### src/rtl/vga_mode_gen.sv
// VGA timing generator with per-frame colour-format selection.
// Counters run at stage 0; all pixel and sync outputs appear one cycle later.
module vga_mode_gen #(
  parameter int H_ACTIVE = 640,
  parameter int H_FP     = 16,
  parameter int H_SYNC   = 96,
  parameter int H_BP     = 48,
  parameter int V_ACTIVE = 480,
  parameter int V_FP     = 10,
  parameter int V_SYNC   = 2,
  parameter int V_BP     = 33,
  parameter int HS_POL   = 0,
  parameter int VS_POL   = 0,
  localparam int H_TOTAL = H_ACTIVE + H_FP + H_SYNC + H_BP,
  localparam int V_TOTAL = V_ACTIVE + V_FP + V_SYNC + V_BP,
  localparam int XW      = $clog2(H_TOTAL),
  localparam int YW      = $clog2(V_TOTAL)
) (
  input  logic          clk_sys,
  input  logic          reset,
  input  logic [1:0]    mode,
  input  logic [23:0]   color,
  output logic [XW-1:0] x,
  output logic [YW-1:0] y,
  output logic [7:0]    r,
  output logic [7:0]    g,
  output logic [7:0]    b,
  output logic          hs,
  output logic          vs,
  output logic          hblank,
  output logic          vblank,
  output logic          de,
  output logic          frame_start
);

  localparam logic [XW-1:0] H_LAST   = XW'(H_TOTAL - 1);
  localparam logic [YW-1:0] V_LAST   = YW'(V_TOTAL - 1);
  localparam logic [XW-1:0] H_ACT_X  = XW'(H_ACTIVE);
  localparam logic [XW-1:0] HS_BEG_X = XW'(H_ACTIVE + H_FP);
  localparam logic [XW-1:0] HS_END_X = XW'(H_ACTIVE + H_FP + H_SYNC);
  localparam logic [YW-1:0] V_ACT_Y  = YW'(V_ACTIVE);
  localparam logic [YW-1:0] VS_BEG_Y = YW'(V_ACTIVE + V_FP);
  localparam logic [YW-1:0] VS_END_Y = YW'(V_ACTIVE + V_FP + V_SYNC);
  localparam logic [XW-1:0] BAR_X    = XW'(H_ACTIVE / 8);
  localparam logic          HS_ON    = (HS_POL != 0);
  localparam logic          VS_ON    = (VS_POL != 0);

  logic [XW-1:0] x_q, x_d;
  logic [YW-1:0] y_q, y_d;
  logic [1:0]    mode_q;
  logic [23:0]   rgb_q, rgb_d;
  logic          hs_q, hs_d, vs_q, vs_d;
  logic          hb_q, hb_d, vb_q, vb_d;
  logic          de_q, de_d, fs_q, fs_d;
  logic          h_act, v_act, h_sync, v_sync, frame_end;
  logic [2:0]    bar_k;

  function automatic logic [23:0] expand(input logic [1:0] m, input logic [23:0] c,
                                         input logic [2:0] k);
    logic [23:0] p;
    case (m)
      2'd0:    p = {c[7:5], c[7:5], c[7:6], c[4:2], c[4:2], c[4:3], {4{c[1:0]}}};
      2'd1:    p = {c[15:11], c[15:13], c[10:5], c[10:9], c[4:0], c[4:2]};
      2'd2:    p = c;
      default: p = {{8{k[2]}}, {8{k[1]}}, {8{k[0]}}};
    endcase
    return p;
  endfunction

  // Stage 0: raster counters and timing decode
  always_comb begin
    frame_end = (x_q == H_LAST) && (y_q == V_LAST);
    x_d = (x_q == H_LAST) ? '0 : x_q + XW'(1);
    y_d = y_q;
    if (x_q == H_LAST) y_d = (y_q == V_LAST) ? '0 : y_q + YW'(1);
    h_act  = x_q < H_ACT_X;
    v_act  = y_q < V_ACT_Y;
    h_sync = (x_q >= HS_BEG_X) && (x_q < HS_END_X);
    v_sync = (y_q >= VS_BEG_Y) && (y_q < VS_END_Y);
    bar_k  = 3'(x_q / BAR_X);
    de_d   = h_act && v_act;
    hb_d   = ~h_act;
    vb_d   = ~v_act;
    hs_d   = h_sync ? HS_ON : ~HS_ON;
    vs_d   = v_sync ? VS_ON : ~VS_ON;
    fs_d   = (x_q == '0) && (y_q == '0);
    rgb_d  = de_d ? expand(mode_q, color, bar_k) : 24'h0;
  end

  // Stage 1: registered pixel/sync outputs; mode latched only at frame end
  always_ff @(posedge clk_sys) begin
    if (reset) begin
      x_q    <= '0;
      y_q    <= '0;
      mode_q <= mode;
      rgb_q  <= 24'h0;
      de_q   <= 1'b0;
      hb_q   <= 1'b1;
      vb_q   <= 1'b1;
      fs_q   <= 1'b0;
      hs_q   <= ~HS_ON;
      vs_q   <= ~VS_ON;
    end else begin
      x_q   <= x_d;
      y_q   <= y_d;
      if (frame_end) mode_q <= mode;
      rgb_q <= rgb_d;
      de_q  <= de_d;
      hb_q  <= hb_d;
      vb_q  <= vb_d;
      fs_q  <= fs_d;
      hs_q  <= hs_d;
      vs_q  <= vs_d;
    end
  end

  assign x           = x_q;
  assign y           = y_q;
  assign r           = rgb_q[23:16];
  assign g           = rgb_q[15:8];
  assign b           = rgb_q[7:0];
  assign hs          = hs_q;
  assign vs          = vs_q;
  assign hblank      = hb_q;
  assign vblank      = vb_q;
  assign de          = de_q;
  assign frame_start = fs_q;

endmodule

### config.mk
export PLATFORM = sky130hd
export DESIGN_NAME = vga_mode_gen
export DESIGN_NICKNAME = d
export VERILOG_FILES = /design/src/rtl/vga_mode_gen.sv
export SDC_FILE = /design/constraint.sdc
export NUM_CORES = 1
export LEC_CHECK = 0
export ABC_AREA = 1
export BUFFER_PORTS_ARGS = -buffer_cell sky130_fd_sc_hd__buf_2
export CAP_MARGIN = 20
export CORE_MARGIN = 2
export CORE_UTILIZATION = 46
export DETAILED_ROUTE_END_ITERATION = 12
export PLACE_DENSITY = 0.82
export SLEW_MARGIN = 30
export SYNTH_ARGS = -nofsm -noshare
export SYNTH_HDL_FRONTEND = slang
export SYNTH_SLANG_ARGS = --single-unit
### constraint.sdc
create_clock -name clk_sys -period 1.4 [get_ports clk_sys]
set_input_delay 0.21 -clock clk_sys [delete_from_list [all_inputs] [get_ports clk_sys]]
set_output_delay 0.21 -clock clk_sys [all_outputs]
set_load 0.01 [all_outputs]
=== After elaboration in Yosys (flattened, before gate mapping) ===
Index checks and enable logic that the tools add are counted.

* Bits in registers: 52
* Bits in latches: 0
* RAM bits: 0
* Bits in read-only memories: 0
* Input bits: 28
* Output and inout bits: 50
* Word-level logic and storage cells: 43
* Memories kept: 0

* Add/subtract/negate cells: 2
* Multiply operators: 0
* Divide/modulo/power cells: 1
* Magnitude comparators: 6
* Equality and inequality tests: 4
* Shift-type cells: 0
* Muxes and demuxes: 6
* Bitwise operators: 3
* Reduce and logical (&&, ||, !) cells: 11

{| class="wikitable"
|+ Operator list
! cell !! count
|-
| $pmux W24 S3 || 1
|-
| $add A10 B1 Y10 const B || 2
|-
| $eq A10 B10 Y1 const B || 2
|-
| $logic_not A10 Y1 || 2
|-
| $lt A10 B10 Y1 const B || 2
|-
| $lt A10 B9 Y1 const B || 2
|-
| $div A10 B7 Y10 const B || 1
|-
| $ge A10 B10 Y1 const B || 1
|-
| $ge A10 B9 Y1 const B || 1
|-
| $mux W10 || 1
|-
| $logic_and A1 B1 Y1 || 5
|-
| $mux W2 || 2
|-
| $reduce_or A2 Y1 || 2
|-
| $not A1 Y1 || 3
|-
| $eq A2 B1 Y1 const B || 1
|-
| $eq A2 B2 Y1 const B || 1
|-
| $logic_not A2 Y1 || 1
|-
| $mux W1 || 2
|-
| $reduce_bool A2 Y1 || 1
|}

=== Longest topological paths before layout ===
Gate-level depths: netlist of the first run.

* Depth after elaboration: 4
* Gate-level depth with buffers: 10
* Mapped depth without buffers: 9

=== Worst setup path after synthesis of the first run ===
No wires, ideal clock.

* Path kind: flip-flop to flip-flop
* Start point: register x_q[0] (netlist: x[0])
* End point: register mode_q[0], enable pin
* Setup time: 0.311 ns
* Arrival time: 1.278 ns
* Required time: 1.089 ns
* Path slack: -0.189 ns
* Stages on the path, launching flop included: 7
* Buffers on the path: 1
* Clock period less this slack: 1.589 ns
* Path through: dfxtp_1 > ha_1 > nand2_1 > nor2_2 > nand3_2 > buf_6 > o21ai_4

* Cells in the longest elaborated chain, start to end: 3

{| class="wikitable"
|+ Ends and longest elaborated chain
! what !! RTL line !! text
|-
| start: declaration || 48 || <nowiki>logic [XW-1:0] x_q, x_d;</nowiki>
|-
| start signal: assignment || 93 || <nowiki>x_q <= '0;</nowiki>
|-
| start signal: assignment || 104 || <nowiki>x_q <= x_d;</nowiki>
|-
| $eq A10 B10 Y1 || 72 || <nowiki>frame_end = (x_q == H_LAST) && (y_q == V_LAST);</nowiki>
|-
| $logic_and A1 B1 Y1 || 72 ||
|-
| $reduce_bool A2 Y1 (no source line) || - ||
|-
| end signal: assignment || 95 || <nowiki>mode_q <= mode;</nowiki>
|-
| end signal: assignment || 106 || <nowiki>if (frame_end) mode_q <= mode;</nowiki>
|-
| end: declaration || 50 || <nowiki>logic [1:0] mode_q;</nowiki>
|}

No other way between the ends.
A chain may end at the register's enable or synchronous reset.

=== Worst setup path in the final report of the first run ===
* Start point: register mode_q[0]
* End point: register rgb_q[14]

* Cells in the longest elaborated chain, start to end: 2
* Elaborated cells between the ends (all ways): 4
* Classes of those cells: 2 x eq/ne; 1 x mux; 1 x reduce/logical

{| class="wikitable"
|+ Ends and longest elaborated chain
! what !! RTL line !! text
|-
| $eq A2 B2 Y1 (tied with other cells) || 61 || <nowiki>case (m)</nowiki>
|-
| $pmux W24 S3 (*) || 61 ||
|-
| end signal: assignment || 107 || <nowiki>rgb_q <= rgb_d;</nowiki>
|-
| end: declaration || 51 || <nowiki>logic [23:0] rgb_q, rgb_d;</nowiki>
|}

Every way passes the cells marked *; elsewhere a longest branch is shown, timed or not.

==> results of run 1 <==
-- power by group --
group          leakage, nW  switching [mW]  internal [mW]  total (mW)
logic                 1.12           0.217          0.168       0.385
clock network       0.0784           0.492          0.893        1.38
registers            0.435          0.0263           1.55        1.57
-- state kept, by name (all words and copies together) (netlist names) --
register / count
frame_start: 1
vs: 1
de: 1
y: 10
hs: 1
vblank: 1
x: 10
rgb_q: 24
hblank: 1
mode_q: 2
-- cells by family after synthesis --
logic type               synth area share [%]
AO/OA/AOI/OAI                            17.6
adder cells (fa/ha/maj)                  1.92
XOR/XNOR                                 3.03
flip-flops                               40.7
AND/OR/NAND/NOR                          26.2
buffers and inverters                    10.5
-- per-stage QoR --
| step | instances | power (mW) | util (%) |
|---|---|---|---|
| after floorplan | 329 | 1.80 | - |
| final | 502 | 3.34 | 64.9 |
| after CTS | 496 | 3.33 | 61.9 |
| after global placement | 485 | 1.94 | 58.1 |
| after global routing | 502 | 3.46 | 64.9 |
| after detailed placement | 485 | 1.95 | 58.1 |
-- layer usage --
metal	wire [um]	track usage, %	vias up
met5	0	0	-
met4	121	6.03	0
met3	537	4.43	15
met2	3470	38.6	125
met1	2780	25.4	1230
li1	-	-	1317
-- layout by cell type (no fill, tap or decap), types with 3 or more instances in the layout --
master / instances
buf_2: 77
nand2_1: 53
a21oi_1: 42
dfxtp_1: 40
inv_1: 30
nor2_1: 25
buf_4: 25
nand3_1: 16
nand4_1: 8
a221oi_1: 8
inv_2: 6
xor2_1: 6
dfxtp_2: 6
nor2_4: 5
nor2_2: 5
nand2_2: 5
clkbuf_8: 5
nor3_2: 4
nand3_2: 4
a221oi_2: 4
dfxtp_4: 4
o21ai_2: 3
xnor2_1: 3
nor4_1: 3
ha_1: 3
bufinv_16: 3
buf_6: 3
-- cell type report --
| cell class | instances | area, um^2 |
|---|---|---|
| repair buffers | 107 | 647 |
| clock inverters | 3 | 90.1 |
| well taps | 72 | 90.1 |
| flip-flops and latches | 52 | 1080 |
| fillers | 464 | 1920 |
| inverters | 39 | 161 |
| clock buffers | 5 | 68.8 |
| multi-input cells | 224 | 1410 |
-- worst paths after layout --
check | startpoint | endpoint | slack (ns)
setup / recovery | mode_q[0] | rgb_q[14] | -0.03
setup reg to reg | mode_q[0] | rgb_q[14] | -0.03
hold / removal | mode[1] | mode_q[1] | 0.07
hold reg to reg | x[0] | x[0] | 0.46
-- timing repair --
action / in CTS / in global routing
resized for setup: 4 / 34
endpoints found under the setup margin: 30 / 35
pin swaps: 1 / 9
buffers inserted: 3 / 5
gates cloned: 0 / 1
-- worst max-delay path: stages (launching register included) --
cell,delay [ns]
edfxtp_1,0.45
inv_2,0.12
nor2_4,0.06
buf_4,0.18
a221oi_1,0.35
a21oi_1,0.15
==> out/results.ini, run 1 <==
[detailed_routing]
drc = 0
wirelength_um = 6910
firstDrtPassIters = 5
wl_per_cell_um = 13.8
vias_per_cell = 5.35
drt_iter0_drc = 128
vias = 2687
detail-route-antenna-nets = 0

[clock_tree]
ctsHoldBuffers = 0
htreeDepth = 2
cts_tree = done
cts_sinks = 52
clock_latency_ns = 0.31
clk_path_buf_depth = 2
clk_pin_slew_ns = 0.09
root_buffer = clkbuf_8
numCtsBuffers = 5

[finish]
fin_nets = 461
synthToLayoutAreaGrowth_pct = 36.3
layout-drive-gt1-share_pct = 40.7
final_area_um2 = 3550
diodes = 0

[die]
die_h_um = 79.3
die-width_um = 79.3
die_area_um2 = 6280
start_util_pct = 47.6
io_pins = 78
row_count = 27
coreArea_um2 = 5470

[worst_setup_path]
crit_path_end_kind = flip-flop
r2r_cells = 5
crit_required_ns = 1.59
worstPathMaxFanout = 10
start_kind = flip-flop
cp.arrival_ns = 1.62
crit_type = reg -> reg

[sta]
slew_headroom_pct = 77.4
skew_ns = 0.0118
setup_viol = 1
period_share_pct = 102
slew_violations = 0
worst_slew_pin_slew_ns = 0.338
setup_tns_ns = -0.0315
whs_ns = 0.0750
clock.fmax_ghz = 0.699
fin_crit_ns = 1.43
rsz0062_at_grt = yes
hold_viol = 0
worst_slack_ns = -0.0315

[global_route]
grt_max_degree = 26
grt_pass1_wl_um = 10800
antenna_found_initial = 0
overflow = 0
track_usage_pct = 21.3
grt_pass1_vias = 2455

[pwr]
ir_worst_vdd_mv = 0.577
power.density_nw_per_um2 = 941
leakage_nw = 1.64

[logic_synthesis]
synth-async-reset-ratio_pct = 0
synth-edff-count = 2
synth-seq-cells = 52
synth_area_leaders = dfxtp_1, a21oi_1, nand2_1
yosysWarningCount = 0
yosys.cell_count.top_type = nand2_1
netlist_area_um2 = 2600
yosys.cell_types.count = 39
syn-num-nets = 361
synth_ff_type = dfxtp_1
ys_seq_area_share_pct = 40.7
avgSynthCellArea_um2 = 7.92
netlist.area_leader.share_pct = 38.4
synth_largest_area_cell = dfxtp_1
synth_common_cells = nand2_1, dfxtp_1, a21oi_1
synthCells = 329

[status]
violations = negative setup slack
status = finished, violations left

[hold_path]
hp-class = in -> reg
hold_depth = 1

[place]
io_buffers = 77
dpl_worst_slack_ns = -0.178
place.gp.congestion = 0.972
dpl.hpwl_um = 5070
dpl_cell_area_um2 = 3180

[job]
maxCapViolCount = 0

No activity file was read; power rests on OpenSTA's default activity.
==> run 2, diff against run 1 <==
- CORE_ASPECT_RATIO: not set -> 0.9
- RECOVER_POWER: not set -> 100
==> run 2 against run 1 <==
The run now ends clean. Sequential cell count unchanged. Hold slack worse by 0.012 ns. Clock-buffer cell count up 2. Highest routed layer unchanged. Total power down 15%. Combinational power down 7.8%. Design area down 4.9%. Critical path type unchanged.
==> out/results.ini, run 2 (synthesis gave the netlist of run 1 again) <==
[clock_tree]
clock_latency_ns = 0.32  ; about the same
numCtsBuffers = 5  ; unchanged
htreeDepth = 2  ; unchanged
ctsHoldBuffers = 0  ; unchanged
cts_sinks = 52  ; unchanged
clk_path_buf_depth = 2  ; unchanged
clk_pin_slew_ns = 0.09  ; about the same
cts_tree = done
root_buffer = clkbuf_8

[pwr]
power_frac_comb_pct = 12.5  ; +1.0 points
p_sw_share_pct = 26.5  ; +4.5 points
intPower_mw = 2.09  ; -20%
power.share.clock_pct = 32.2  ; -9.2 points
power.density_nw_per_um2 = 842  ; -10%
total_power_mw = 2.84  ; -15%
p_sw_mw = 0.753  ; +2.4%
power_frac_seq_pct = 55.3  ; +8.3 points
leakage_nw = 1.47  ; -10%
ir_worst_vdd_mv = 0.479  ; -17%

[place]
io_buffers = 77  ; unchanged
dpl.hpwl_um = 5240  ; +3.4%
dp.cells = 484  ; -0.21%
place.gp.congestion = 0.909  ; -6.5%

[finish]
largest_register_ff_count = 24  ; unchanged
multi_input_area_um2 = 1350  ; -4.3%
final_cells = 501  ; -0.20%
diodes = 0  ; unchanged
top_register = rgb_q
final_common_cell = nand2_1
ff_latch_area_um2 = 1080  ; -0.46%
layout-drive-gt1-share_pct = 29.0  ; -12 points
synthToLayoutAreaGrowth_pct = 29.6
fin_nets = 465  ; +0.87%
layout_common_cells = nand2_1, dfxtp_1, a21oi_1, buf_2, clkbuf_1
fin_util_pct = 63.1  ; -1.8 points
fillers = 466  ; +0.43%

[die]
io_pins = 78  ; unchanged
start_util_pct = 48.7  ; +1.1 points
die_area_um2 = 6280  ; about the same
coreArea_um2 = 5350  ; -2.3%
die-width_um = 83.3  ; +5.1%
row_count = 25  ; -7.4%
die_h_um = 75.4  ; -4.9%

[sta]
skew_ns = 0.00830  ; -0.00353 ns
whs_ns = 0.0626  ; -0.0123 ns
slew_violations = 0  ; unchanged
period_share_pct = 99.5  ; -2.7 points
setup_viol = 0  ; -1
slew_headroom_pct = 65.7  ; -12 points
clock.fmax_ghz = 0.718  ; +2.7%
rsz0062_at_grt = yes
fin_crit_ns = 1.39  ; -0.0380 ns
hold_viol = 0  ; unchanged
worst_slew_pin_slew_ns = 0.514  ; +0.176 ns

[worst_setup_path]
crit_path_end_kind = flip-flop
crit_required_ns = 1.61  ; +0.02 ns
start_kind = flip-flop
critical_path.slowest_cell = edfxtp_1
crit_type = reg -> reg
path_common_cell = buf_4
critical_path.max_stage_delay_ns = 0.47  ; +0.02 ns
cp.arrival_ns = 1.60  ; -0.02 ns
r2r_cells = 6  ; +1
path_cells = inv_2 > nor2_4 > buf_4 > buf_4 > a221oi_1 > a21oi_1
worstPathMaxFanout = 5  ; -5

[hold_path]
hp-class = in -> reg
hold_depth = 1  ; unchanged

[detailed_routing]
wirelength_um = 7340  ; +6.1%
detail-route-antenna-nets = 0  ; unchanged
drt_iter0_drc = 251  ; +96%
firstDrtPassIters = 6  ; +1
wl_per_cell_um = 14.6  ; +6.4%
vias = 2747  ; +2.2%
drc = 0  ; unchanged
vias_per_cell = 5.48  ; +2.4%

[job]
maxCapViolCount = 0  ; unchanged

[global_route]
grt_max_degree = 26  ; unchanged
antenna_found_initial = 0  ; unchanged
overflow = 0  ; unchanged
track_usage_pct = 22.5  ; +1.1 points
grt_pass1_vias = 2434  ; -0.86%
grt_pass1_wl_um = 11300  ; +4.8%

[status]
status = completed

run 2: changes by cell type in the layout (fill, tap and decap cells not counted), sizes merged:
cell,before,now
clkbuf,5,49
buf,107,69
clkinv,0,1
bufinv,3,0
clkinvlp,0,1
nor2,35,34
run 2: per-stage QoR:
step / setup WS, ns / instance area, um^2 / TNS [ns]
finish: 0.00658 / 3380 / 0
global route: -0.115 / 3380 / -1.81
CTS: 0.00107 / 3370 / 0
detailed placement: -0.203 / 3220 / -3.07
global placement: -0.0682 / 3220 / -0.968
floorplan: -0.0206 / 2640 / -0.0412
run 2: worst paths after layout:
kind / start / end / slack [ns]
min reg2reg: y[9] / y[9] / 0.54
max reg2reg: mode_q[0] / rgb_q[15] / 0.007
min: mode[0] / mode_q[0] / 0.06
max: mode_q[0] / rgb_q[15] / 0.007
run 2: worst max-delay path: cells and delay by family (launching register included):
kind                   cells  cell delay (ns)
flip-flops                 1             0.47
AO/OA/AOI/OAI              2             0.37
buffers and inverters      3             0.39
AND/OR/NAND/NOR            1             0.06
run 2: area by class of cell:
type / count / area share, %
sequential: 52 / 31.9
tap: 67 / 2.48
clock inverter: 1 / 0.222
timing repair buffer: 111 / 17.9
inverter: 39 / 4.78
clock buffer: 7 / 2.56
multi-input combinational: 223 / 40.0
timing repair inverter: 1 / 0.148
run 2: power groups by stage:
| stage | clock (mW) | combinational, mW | sequential [mW] |
|---|---|---|---|
| detailed placement | 0 | 0.340 | 1.61 |
| floorplan | 0 | 0.159 | 1.64 |
| finish | 0.916 | 0.355 | 1.57 |
| global route | 0.983 | 0.390 | 1.58 |
| global placement | 0 | 0.330 | 1.61 |
| CTS | 0.930 | 0.358 | 1.58 |
run 2: what timing repair did:
action / CTS / global route
gates cloned: 0 / 1
endpoints found under the hold margin: 0 / 0
endpoints found under the setup margin: 26 / 44
resized for setup: 3 / 25
pin swaps: 2 / 10
setup buffers: 6 / 2
run 2: routing by layer:
layer,wire (um),vias up,GRT usage [%]
li1,-,1318,-
met1,2980,1252,29.3
met2,3540,151,38.1
met3,613,26,4.55
met4,212,0,7.65
met5,0,-,0
==> run 3, diff against run 2 <==
- CORE_UTILIZATION: 46 -> 30
- PLACE_DENSITY: 0.82 -> not set
- PLACE_DENSITY_LB_ADDON: not set -> 0.08
==> run 3 against run 2 <==
Die area rose by 50%. Non-clock buffer count rose by 3. Sequential cell count did not move. Critical endpoint is now rgb_q[13].
==> out/results.ini, run 3 (synthesis gave the netlist of run 1 again) <==
[hold_path]
hold_depth = 1  ; unchanged
hp-class = in -> reg

[pwr]
p_sw_share_pct = 26.7  ; +0.18 points
leakage_nw = 1.55  ; +5.8%
power.density_nw_per_um2 = 821  ; -2.6%
total_power_mw = 2.96  ; +4.2%
p_sw_mw = 0.790  ; +4.9%
power_frac_comb_pct = 13.8  ; +1.3 points
intPower_mw = 2.17  ; +4.0%
power.share.clock_pct = 33.2  ; +1.0 points
power_frac_seq_pct = 53.0  ; -2.3 points
ir_worst_vdd_mv = 0.338  ; -30%

[global_route]
use_met3_pct = 3.92  ; -0.63 points
met2_usage_pct = 23.0  ; -15 points
grt_max_degree = 26  ; unchanged
grt_pass1_wl_um = 11800  ; +4.0%
track_usage_pct = 16.0  ; -6.4 points
overflow = 0  ; unchanged
grt-busiest-layer = met1
grt_pass1_vias = 2446  ; +0.49%
antenna_found_initial = 0  ; unchanged
grt_util_met1_pct = 23.2  ; -6.2 points

[worst_setup_path]
crit_required_ns = 1.60  ; about the same
start_kind = flip-flop
crit_path_end_kind = flip-flop
r2r_cells = 6  ; unchanged
worstPathMaxFanout = 7  ; +2
r2r_setup_slack_ns = 0.007  ; about the same
cp.arrival_ns = 1.59  ; about the same
crit_type = reg -> reg

[clock_tree]
clk_pin_slew_ns = 0.10  ; about the same
htreeDepth = 2  ; unchanged
numCtsBuffers = 5  ; unchanged
cts_tree = done
clk_path_buf_depth = 2  ; unchanged
clock_latency_ns = 0.31  ; about the same
cts_sinks = 52  ; unchanged
root_buffer = clkbuf_8
ctsHoldBuffers = 0  ; unchanged

[place]
dp.cells = 543  ; +12%
dpl_cell_area_um2 = 3320  ; +3.3%
place.gp.congestion = 0.840  ; -7.5%
dpl.hpwl_um = 5660  ; +8.1%
io_buffers = 77  ; unchanged

[die]
row_count = 32  ; +28%
die_h_um = 92.4  ; +23%
die_area_um2 = 9450  ; +50%
coreArea_um2 = 8490  ; +59%
io_pins = 78  ; unchanged
start_util_pct = 30.7  ; -18 points
die-width_um = 102  ; +23%

[finish]
largest_register_ff_count = 24  ; unchanged
synthToLayoutAreaGrowth_pct = 38.6
layout-drive-gt1-share_pct = 36.8  ; +7.7 points
top_register = rgb_q
diodes = 0  ; unchanged
final_cells = 557  ; +11%
fin_nets = 469  ; +0.86%
final_common_cell = nand2_1
final_area_um2 = 3610  ; +7.0%
layout_common_cells = nand2_1, buf_2, dfxtp_1
fin_util_pct = 42.5  ; -21 points

[sta]
worst_slew_pin_slew_ns = 0.366  ; -0.147 ns
rsz0062_at_grt = yes
skew_ns = 0.00636  ; -0.00194 ns
fin_crit_ns = 1.39  ; -0.000810 ns
hold_viol = 0  ; unchanged
clock.fmax_ghz = 0.718  ; about the same
period_share_pct = 99.5  ; about the same
slew_headroom_pct = 75.3  ; +9.6 points
slew_violations = 0  ; unchanged
whs_ns = 0.0700  ; +0.00743 ns
setup_viol = 0  ; unchanged

[detailed_routing]
drc = 0  ; unchanged
detail-route-antenna-nets = 0  ; unchanged
vias_per_cell = 4.75  ; -13%
drt_iter0_drc = 159  ; -37%
wl_per_cell_um = 14.1  ; -3.6%
firstDrtPassIters = 4  ; -2
wirelength_um = 7860  ; +7.2%
vias = 2647  ; -3.6%

[status]
status = completed

[job]
maxCapViolCount = 0  ; unchanged

run 3: changes by cell type in the layout (fill, tap and decap cells not counted), moves of 2 or more:
cell / delta
a221oi_2: +3
a21oi_2: +7
dfxtp_2: +5
nor2_1: -5
a221oi_1: -4
clkbuf_1: -7
a21oi_1: -7
buf_2: +4
dfxtp_1: -4
nor2_2: +6
buf_4: +9
clkbuf_2: -2
run 3: worst paths after layout:
check / from / end
min: mode[0] / mode_q[0]
max reg2reg: mode_q[0] / rgb_q[13]
min reg2reg: y[7] / y[7]
max: mode_q[0] / rgb_q[13]
run 3: critical path, cell delays in order, from the launching register on:
cell and delay, ns:
edfxtp_1 0.39, buf_4 0.16, clkinvlp_4 0.12, nor2_4 0.07, buf_6 0.14, a221oi_1 0.29
a21oi_1 0.10
run 3: final cells by class:
class	count	area [um^2]
flip-flops and latches	52	1080
inverters	39	163
repair buffers	114	643
well taps	119	149
clock inverters	1	5.00
multi-input cells	225	1470
clock buffers	7	97.6
fillers	936	4880
run 3: timing repair:
item                                    CTS  global route
endpoints found under the setup margin   24            45
pin swaps                                 2            12
gates cloned                              0             2
buffers inserted                          4             0
resized for setup                         1            49
run 3: stage by stage:
step | setup TNS [ns] | setup slack (ns)
2_1_floorplan | -0.0412 | -0.0206
3_3_place_gp | -1.32 | -0.0855
3_5_place_dp | -1.34 | -0.0943
4_1_cts | 0 | 0.00970
5_1_grt | -0.233 | -0.0479
6_report | 0 | 0.00739
run 3: per-layer routing:
layer  vias up  share of wire, %
li1       1329                 -
met1      1246                49
met2        60                44
met3        12               4.5
met4         0               2.3
met5         -                 0
run 3: power by group through the flow:
| stage | sequential, mW | combinational [mW] | clock, mW |
|---|---|---|---|
| 2_1_floorplan | 1.64 | 0.159 | 0 |
| 3_3_place_gp | 1.61 | 0.356 | 0 |
| 3_5_place_dp | 1.61 | 0.356 | 0 |
| 4_1_cts | 1.57 | 0.368 | 1.03 |
| 5_1_grt | 1.58 | 0.448 | 1.08 |
| 6_report | 1.57 | 0.408 | 0.984 |
